## src/rtl/sel_rr_scheduler.sv

```systemverilog
// Round-robin owner of a shared 4-to-1 selector: grants one requester at a time
// for a bounded burst and presents its data downstream with valid/ready.
module sel_rr_scheduler #(
  parameter int DW      = 8,
  parameter int BURST_W = 4
) (
  input  logic                 Clk,
  input  logic                 Rst_n,
  input  logic [3:0]           Req,
  input  logic [4*DW-1:0]      In_data,
  input  logic [BURST_W-1:0]   Burst_len,
  input  logic                 Out_ready,
  output logic                 Out_valid,
  output logic [DW-1:0]        Out_data,
  output logic [1:0]           Sel,
  output logic [3:0]           Grant,
  output logic                 Busy
);

  typedef enum logic [0:0] {IDLE = 1'b0, XFER = 1'b1} state_t;

  localparam logic [BURST_W-1:0] LEN_ONE = {{(BURST_W-1){1'b0}}, 1'b1};
  localparam logic [BURST_W-1:0] LEN_ZERO = {BURST_W{1'b0}};

  state_t             state_r, state_s;
  logic [1:0]         sel_r, last_r, winner_s;
  logic [3:0]         grant_r;
  logic [BURST_W-1:0] cnt_r, len_r;
  logic [BURST_W:0]   cnt_inc_s;
  logic               owner_req_s, accept_s, last_beat_s, exit_s, start_s;

  // First set bit scanning last+1, last+2, last+3, last (mod 4).
  function automatic logic [1:0] rr_pick(input logic [3:0] req, input logic [1:0] last);
    logic [1:0] idx;
    logic [1:0] pick;
    logic       found;
    pick  = last;
    found = 1'b0;
    for (int k = 1; k <= 4; k++) begin
      idx = last + 2'(k);
      if (!found && req[idx]) begin
        pick  = idx;
        found = 1'b1;
      end else begin
        found = found;
      end
    end
    return pick;
  endfunction

  // Arbitration, beat acceptance and next-state decode.
  always_comb begin
    state_s     = state_r;
    winner_s    = rr_pick(Req, last_r);
    owner_req_s = Req[sel_r];
    accept_s    = 1'b0;
    cnt_inc_s   = {1'b0, cnt_r} + {{BURST_W{1'b0}}, 1'b1};
    last_beat_s = (cnt_inc_s == {1'b0, len_r});
    exit_s      = 1'b0;
    start_s     = 1'b0;
    case (state_r)
      IDLE: begin
        if (Req != 4'b0000) begin
          start_s = 1'b1;
          state_s = XFER;
        end else begin
          state_s = IDLE;
        end
      end
      XFER: begin
        accept_s = owner_req_s & Out_ready;
        exit_s   = (accept_s & last_beat_s) | ~owner_req_s;
        if (exit_s) begin
          state_s = IDLE;
        end else begin
          state_s = XFER;
        end
      end
      default: state_s = IDLE;
    endcase
  end

  // State, ownership and burst counter registers.
  always_ff @(posedge Clk or negedge Rst_n) begin
    if (!Rst_n) begin
      state_r <= IDLE;
      sel_r   <= 2'd0;
      last_r  <= 2'd3;
      grant_r <= 4'b0000;
      cnt_r   <= LEN_ZERO;
      len_r   <= LEN_ONE;
    end else begin
      state_r <= state_s;
      if (start_s) begin
        sel_r   <= winner_s;
        grant_r <= 4'b0001 << winner_s;
        len_r   <= (Burst_len == LEN_ZERO) ? LEN_ONE : Burst_len;
        cnt_r   <= LEN_ZERO;
      end else if (exit_s) begin
        last_r  <= sel_r;
        grant_r <= 4'b0000;
        cnt_r   <= LEN_ZERO;
      end else if (accept_s) begin
        cnt_r   <= cnt_inc_s[BURST_W-1:0];
      end
    end
  end

  // Downstream data path, driven from the registered selector code.
  always_comb begin
    Out_data = {DW{1'b0}};
    if (state_r == XFER) begin
      case (sel_r)
        2'd0:    Out_data = In_data[0*DW +: DW];
        2'd1:    Out_data = In_data[1*DW +: DW];
        2'd2:    Out_data = In_data[2*DW +: DW];
        2'd3:    Out_data = In_data[3*DW +: DW];
        default: Out_data = {DW{1'b0}};
      endcase
    end else begin
      Out_data = {DW{1'b0}};
    end
  end

  assign Out_valid = (state_r == XFER) & owner_req_s;
  assign Busy      = (state_r == XFER);
  assign Sel       = sel_r;
  assign Grant     = grant_r;

endmodule
```

## config.mk

```make
export PLATFORM = sky130hd
export DESIGN_NAME = sel_rr_scheduler
export DESIGN_NICKNAME = d
export VERILOG_FILES = /design/src/rtl/sel_rr_scheduler.sv
export SDC_FILE = /design/constraint.sdc
export NUM_CORES = 1
export LEC_CHECK = 0
export ABC_CLOCK_PERIOD_IN_PS = 3200
export BUFFER_PORTS_ARGS = -buffer_cell sky130_fd_sc_hd__buf_4
export CORE_ASPECT_RATIO = 1.4
export CORE_MARGIN = 3
export CORE_UTILIZATION = 45
export DETAILED_ROUTE_END_ITERATION = 10
export PLACE_DENSITY = 0.87
export SKIP_CTS_REPAIR_TIMING = 1
export SLEW_MARGIN = 25
export SYNTH_ARGS = -nofsm -noshare
export SYNTH_HDL_FRONTEND = slang
export SYNTH_SLANG_ARGS = --single-unit
```

## constraint.sdc

```tcl
create_clock -name Clk -period 3.2 [get_ports Clk]
set_input_delay 0.16 -clock Clk [delete_from_list [all_inputs] [get_ports Clk]]
set_output_delay 0.16 -clock Clk [all_outputs]
set_load 0.1 [all_outputs]
```

---- Word level (Yosys, flattened, before mapping) ----
Cells that the tools add are included.
word-level totals
  register bits ........................... 17
  input port bits ......................... 43
  word-level logic and storage cells ...... 70
operators by class
  add/subtract/negate cells ............... 4
  order comparisons ....................... 5
  equality and inequality tests ........... 4
  shift-type cells ........................ 1
  muxes and demuxes ....................... 31
  bitwise logic cells ..................... 7
  reductions and logical operators ........ 12
operators with widths
  operator                                             count
  one-hot mux 8 bit (4 select lines)                   1
  two-way mux 4 bit                                    6
  < comparator 2 x 3 -> 1 bit (second input constant)  5
  two-way mux 1 bit                                    13
  binary-select mux 1 bit (select 2 bit)               5
  two-way mux 2 bit                                    4
  two-way mux 8 bit                                    1
  adder 4 x 1 -> 5 bit (second input constant)         1
  == test 5 x 4 -> 1 bit                               1
  adder 2 bit (second input constant)                  2
  == test 2 bit (second input constant)                2
  logical NOT 4 bit                                    1
  nonzero test 4 bit                                   1
  << shifter 1 x 2 -> 4 bit (first input constant)     1
  bitwise AND 1 bit                                    3
  logical AND 1 bit                                    3
  logical NOT 1 bit                                    3
  inverter 1 bit                                       3
  nonzero test 3 bit                                   1
  adder 2 x 1 -> 2 bit (second input constant)         1
  == test 2 x 1 -> 1 bit (second input constant)       1
  logical NOT 2 bit                                    1
  one-hot mux 1 bit (2 select lines)                   1
  AND reduction 2 bit                                  1
  other kinds (2)                                      2

---- Logic depth before layout (Yosys ltp) ----
  word-level depth ........................ 15
  depth in mapped cells ................... 7

---- Worst setup path after synthesis ----
OpenSTA, ideal clock, no wires.
  path kind ............................... register to register
  start ................................... register sel_r[0], in the netlist Sel[0]
  end ..................................... register cnt_r[0]
  data arrival time ....................... 2,902 ps
  data required time ...................... 3,124 ps
  path slack .............................. 222 ps
  cell stages (with the launch flop) ...... 5
  buffers on the path ..................... 0
  period minus slack after synthesis ...... 2,978 ps
  cell sequence ........................... dfrtp_1 > mux4_2 > inv_1 > nor2_1 > a32o_1
on the way
  cells in the longest elaborated chain, start to end .. 8
  elaborated cells on any way between the ends .. 11
ends and longest elaborated chain
  what                                         RTL line  text
  start, declared                              26        logic [1:0] sel_r, last_r, winner_s;
  start signal, assigned                       95        sel_r <= winner_s;
  binary-select mux 1 bit (select 2 bit) (*)   55        owner_req_s = Req[sel_r];
  two-way mux 1 bit (not written as such) (*)  55
  bitwise AND 1 bit                            71        accept_s = owner_req_s & Out_ready;
  bitwise AND 1 bit                            72        exit_s = (accept_s & last_beat_s) | ~owner_req_s;
  bitwise OR 1 bit                             72
  two-way mux 1 bit                            61        case (state_r)
  two-way mux 4 bit                            99        end else if (exit_s) begin
  two-way mux 4 bit                            94        if (start_s) begin
  end signal, assigned                         104       cnt_r <= cnt_inc_s[BURST_W-1:0];
  end, declared                                28        logic [BURST_W-1:0] cnt_r, len_r;
Mark *: on every way between the ends. The rest lies on a longest branch, timed or not. The select of a mux whose other input is x is not followed.
A chain may end at the register's enable or synchronous reset.

---- Worst setup path after layout ----
  start ................................... register cnt_r[0]
  end ..................................... register last_r[1]
on the way
  cells in the longest elaborated chain, start to end .. 6
ends and longest elaborated chain
  what                                  RTL line  text
  adder 4 x 1 -> 5 bit                  57        cnt_inc_s = {1'b0, cnt_r} + {{BURST_W{1'b0}}, 1'b1};
  == test 5 x 4 -> 1 bit                58        last_beat_s = (cnt_inc_s == {1'b0, len_r});
  bitwise AND 1 bit                     72
  bitwise OR 1 bit                      72
  two-way mux 1 bit                     61
  AND reduction 2 bit (no source line)  n/a
  end signal, assigned                  100       last_r <= sel_r;
  end, declared                         26
No other way between the ends.

==> run metrics <==
CTS clk-pin slew, worst paths 90 ps; Post-Syn Instances 114; status completed; Max-slew headroom 0.614; Area contributors post-synth dfrtp_1 (30%), mux4_2 (17%), dfstp_2 (6.7%); max cap viols 0; Mapped Avg Cell Area just over 10 um2; metal2 WL between 1500 and 2000 um; wire length on met1 1170 um; Remaining Overflow, GRT 0; Initial DRT Pass Iterations 4; H-tree Lvls 1; Clock Root Buffer clkbuf_4; CTS Sinks 17; synth-to-layout area growth 41.8%; Post-Syn Area approximately 1200 um2; row count 21; r2r endpoint last_r[1]$_DFFE_PN1P_; final instance area 1660 um2; Clock Tree Buf Depth 2; reg2reg setup slack 1100 ps; CP endpoint kind register; routed wire length about 3100 um; Crit. Startpoint cnt_r[0]$_DFFE_PN0P_; ANT nets after route 0; Tot GR Track Use 0.198; core area ~2400 um2; Post-Syn Nets about 160; Worst Hold Class in -> reg; via count between 1,000 and 1,500; placed inst area approximately 1600 um2; DR WL/cell about 15 um; Critical Path End last_r[1]$_DFFE_PN1P_; Initial Util 0.479; Net count, final about 220; worst r2r src cnt_r[0]$_DFFE_PN0P_; gpl congestion between 0.8 and 0.9; first-pass GRT wire length 4950 um; Via density between 5 and 6; Num CTS Buffers 3; DRC 0; Crit Path Max Fanout 9; Setup CP Type reg -> reg; Fmax achieved approximately 480 MHz; WP data required between 3000 and 4000 ps; most common cell after layout, fill and taps aside buf_4; met3 WL post-DR 298 um; PortBufs 58; Synth top area share 0.299; Final setup viols 0; Layout fillers 190; initial antenna violation count 0; critical path launch point type register; Max Slew Vio Count 0; Least-Margin Pin Slew about 570 ps; DIE AREA 3260 um2; post-layout util 0.679; CTS tree built; register area share after synthesis 0.366; Reg2Reg Depth 6; vias in the first global route between 1,000 and 1,500; io pins slightly below 60; crit path DAT 2330 ps; hold_sp Burst_len[1]; most frequent cells in the layout buf_4 (59), nand2_1 (15), dfrtp_1 (14), mux4_2 (9), and2_1 (9); Clk Latency, worst-skew pair 300 ps; share of cells above drive strength 1 0.453; crit path time final between 2000 and 2500 ps; clk_skew just over 3 ps; Yosys reg bits 17; Unique masters post-synth 33; width of the die about 50 um; Synth area leader dfrtp_1; period utilisation layout 0.655; largest net degree at the start of global routing 18; yosys warns 0; topmost layer with routed signal wires met4; ant diodes 0; Die H ~66 um; Setup TNS Final 0 ps; initial drt markers 19; unrepaired setup endpoints after global routing no; dpl hpwl approximately 2500 um; Final Hold Viols 0
## synthesized netlist by cell type
cell type	n
o21ai_0	3
nand4_1	1
a21o_1	2
a21oi_1	3
a22oi_1	2
dfrtp_1	14
nor3_2	1
inv_1	3
or2_2	1
ha_1	1
nor4_1	1
nand2b_1	8
mux2i_1	2
buf_2	2
dfstp_2	3
o31ai_1	1
and3_1	1
xor2_1	4
nor3_1	5
mux4_2	9
nand2_1	15
a311oi_1	1
xnor2_1	4
mux2_4	2
a31oi_1	1
buf_6	1
a32o_1	1
clkbuf_1	3
nor2_1	6
and2_1	9
o21a_1	1
nand3_1	2
nand3b_1	1
## how the worst min path moves through the flow
stage | endpoint | slack (ps) | depth (start not counted)
after global routing | len_r[3]$_DFFE_PN0P_ | 70 | 3
after detailed placement | len_r[2]$_DFFE_PN0P_ | 40 | 1
after CTS | len_r[2]$_DFFE_PN0P_ | -290 | 1
after floorplan | Busy$_DFF_PN0_ | -140 | 0
final | len_r[1]$_DFFE_PN0P_ | 60 | 3
after global placement | len_r[1]$_DFFE_PN0P_ | 30 | 1
## worst max-delay path, stage by stage (launching register included)
cell and delay (ps):
dfrtp_1 450, ha_1 350, xnor2_1 160, nand4_1 120
nor3_2 260, o21a_1 360, mux2_4 330
## logic make-up after synthesis
family | after synthesis | synth area share
adders and majority gates | 1 | 0.0107
xor gates and xnor gates | 8 | 0.0598
and+or+nand+nor | 51 | 0.224
buffers and inverters | 9 | 0.0374
AOI/OAI and AO/OA | 15 | 0.0855
DFF | 17 | 0.366
muxes | 13 | 0.216
## sequential cells by signal, summed over array words and instances, names as in the netlist
| register | cells |
|---|---|
| Grant | 4 |
| cnt_r | 4 |
| len_r | 4 |
| Sel | 2 |
| last_r | 2 |
| Busy | 1 |
## cell type report
cell class | count | area, um2 | share of cell area
Tap cell | 34 | 42.5 | 0.0256
Inverter | 3 | 11.3 | 0.00678
Timing Repair Buffer | 60 | 453 | 0.273
Sequential cell | 17 | 429 | 0.258
Clock buffer | 4 | 26.3 | 0.0158
Multi-Input combinational cell | 88 | 698 | 0.420
## metrics by stage
stage	hold WS, ps	instances	setup slack (ps)
after global routing	72.7	206	990
after CTS	-290	205	1100
after global placement	28.4	201	1210
after detailed placement	37.1	201	1110
after floorplan	-136	114	222
final	56.7	206	1100
## metal layers
metal,up-vias,global-route usage
met5,-,0
met4,0,0.103
met3,7,0.0429
met2,59,0.372
met1,516,0.202
li1,521,-
Power is not shown: default switching activity piles up to over one toggle a cycle in this logic, so the estimate is an artifact.
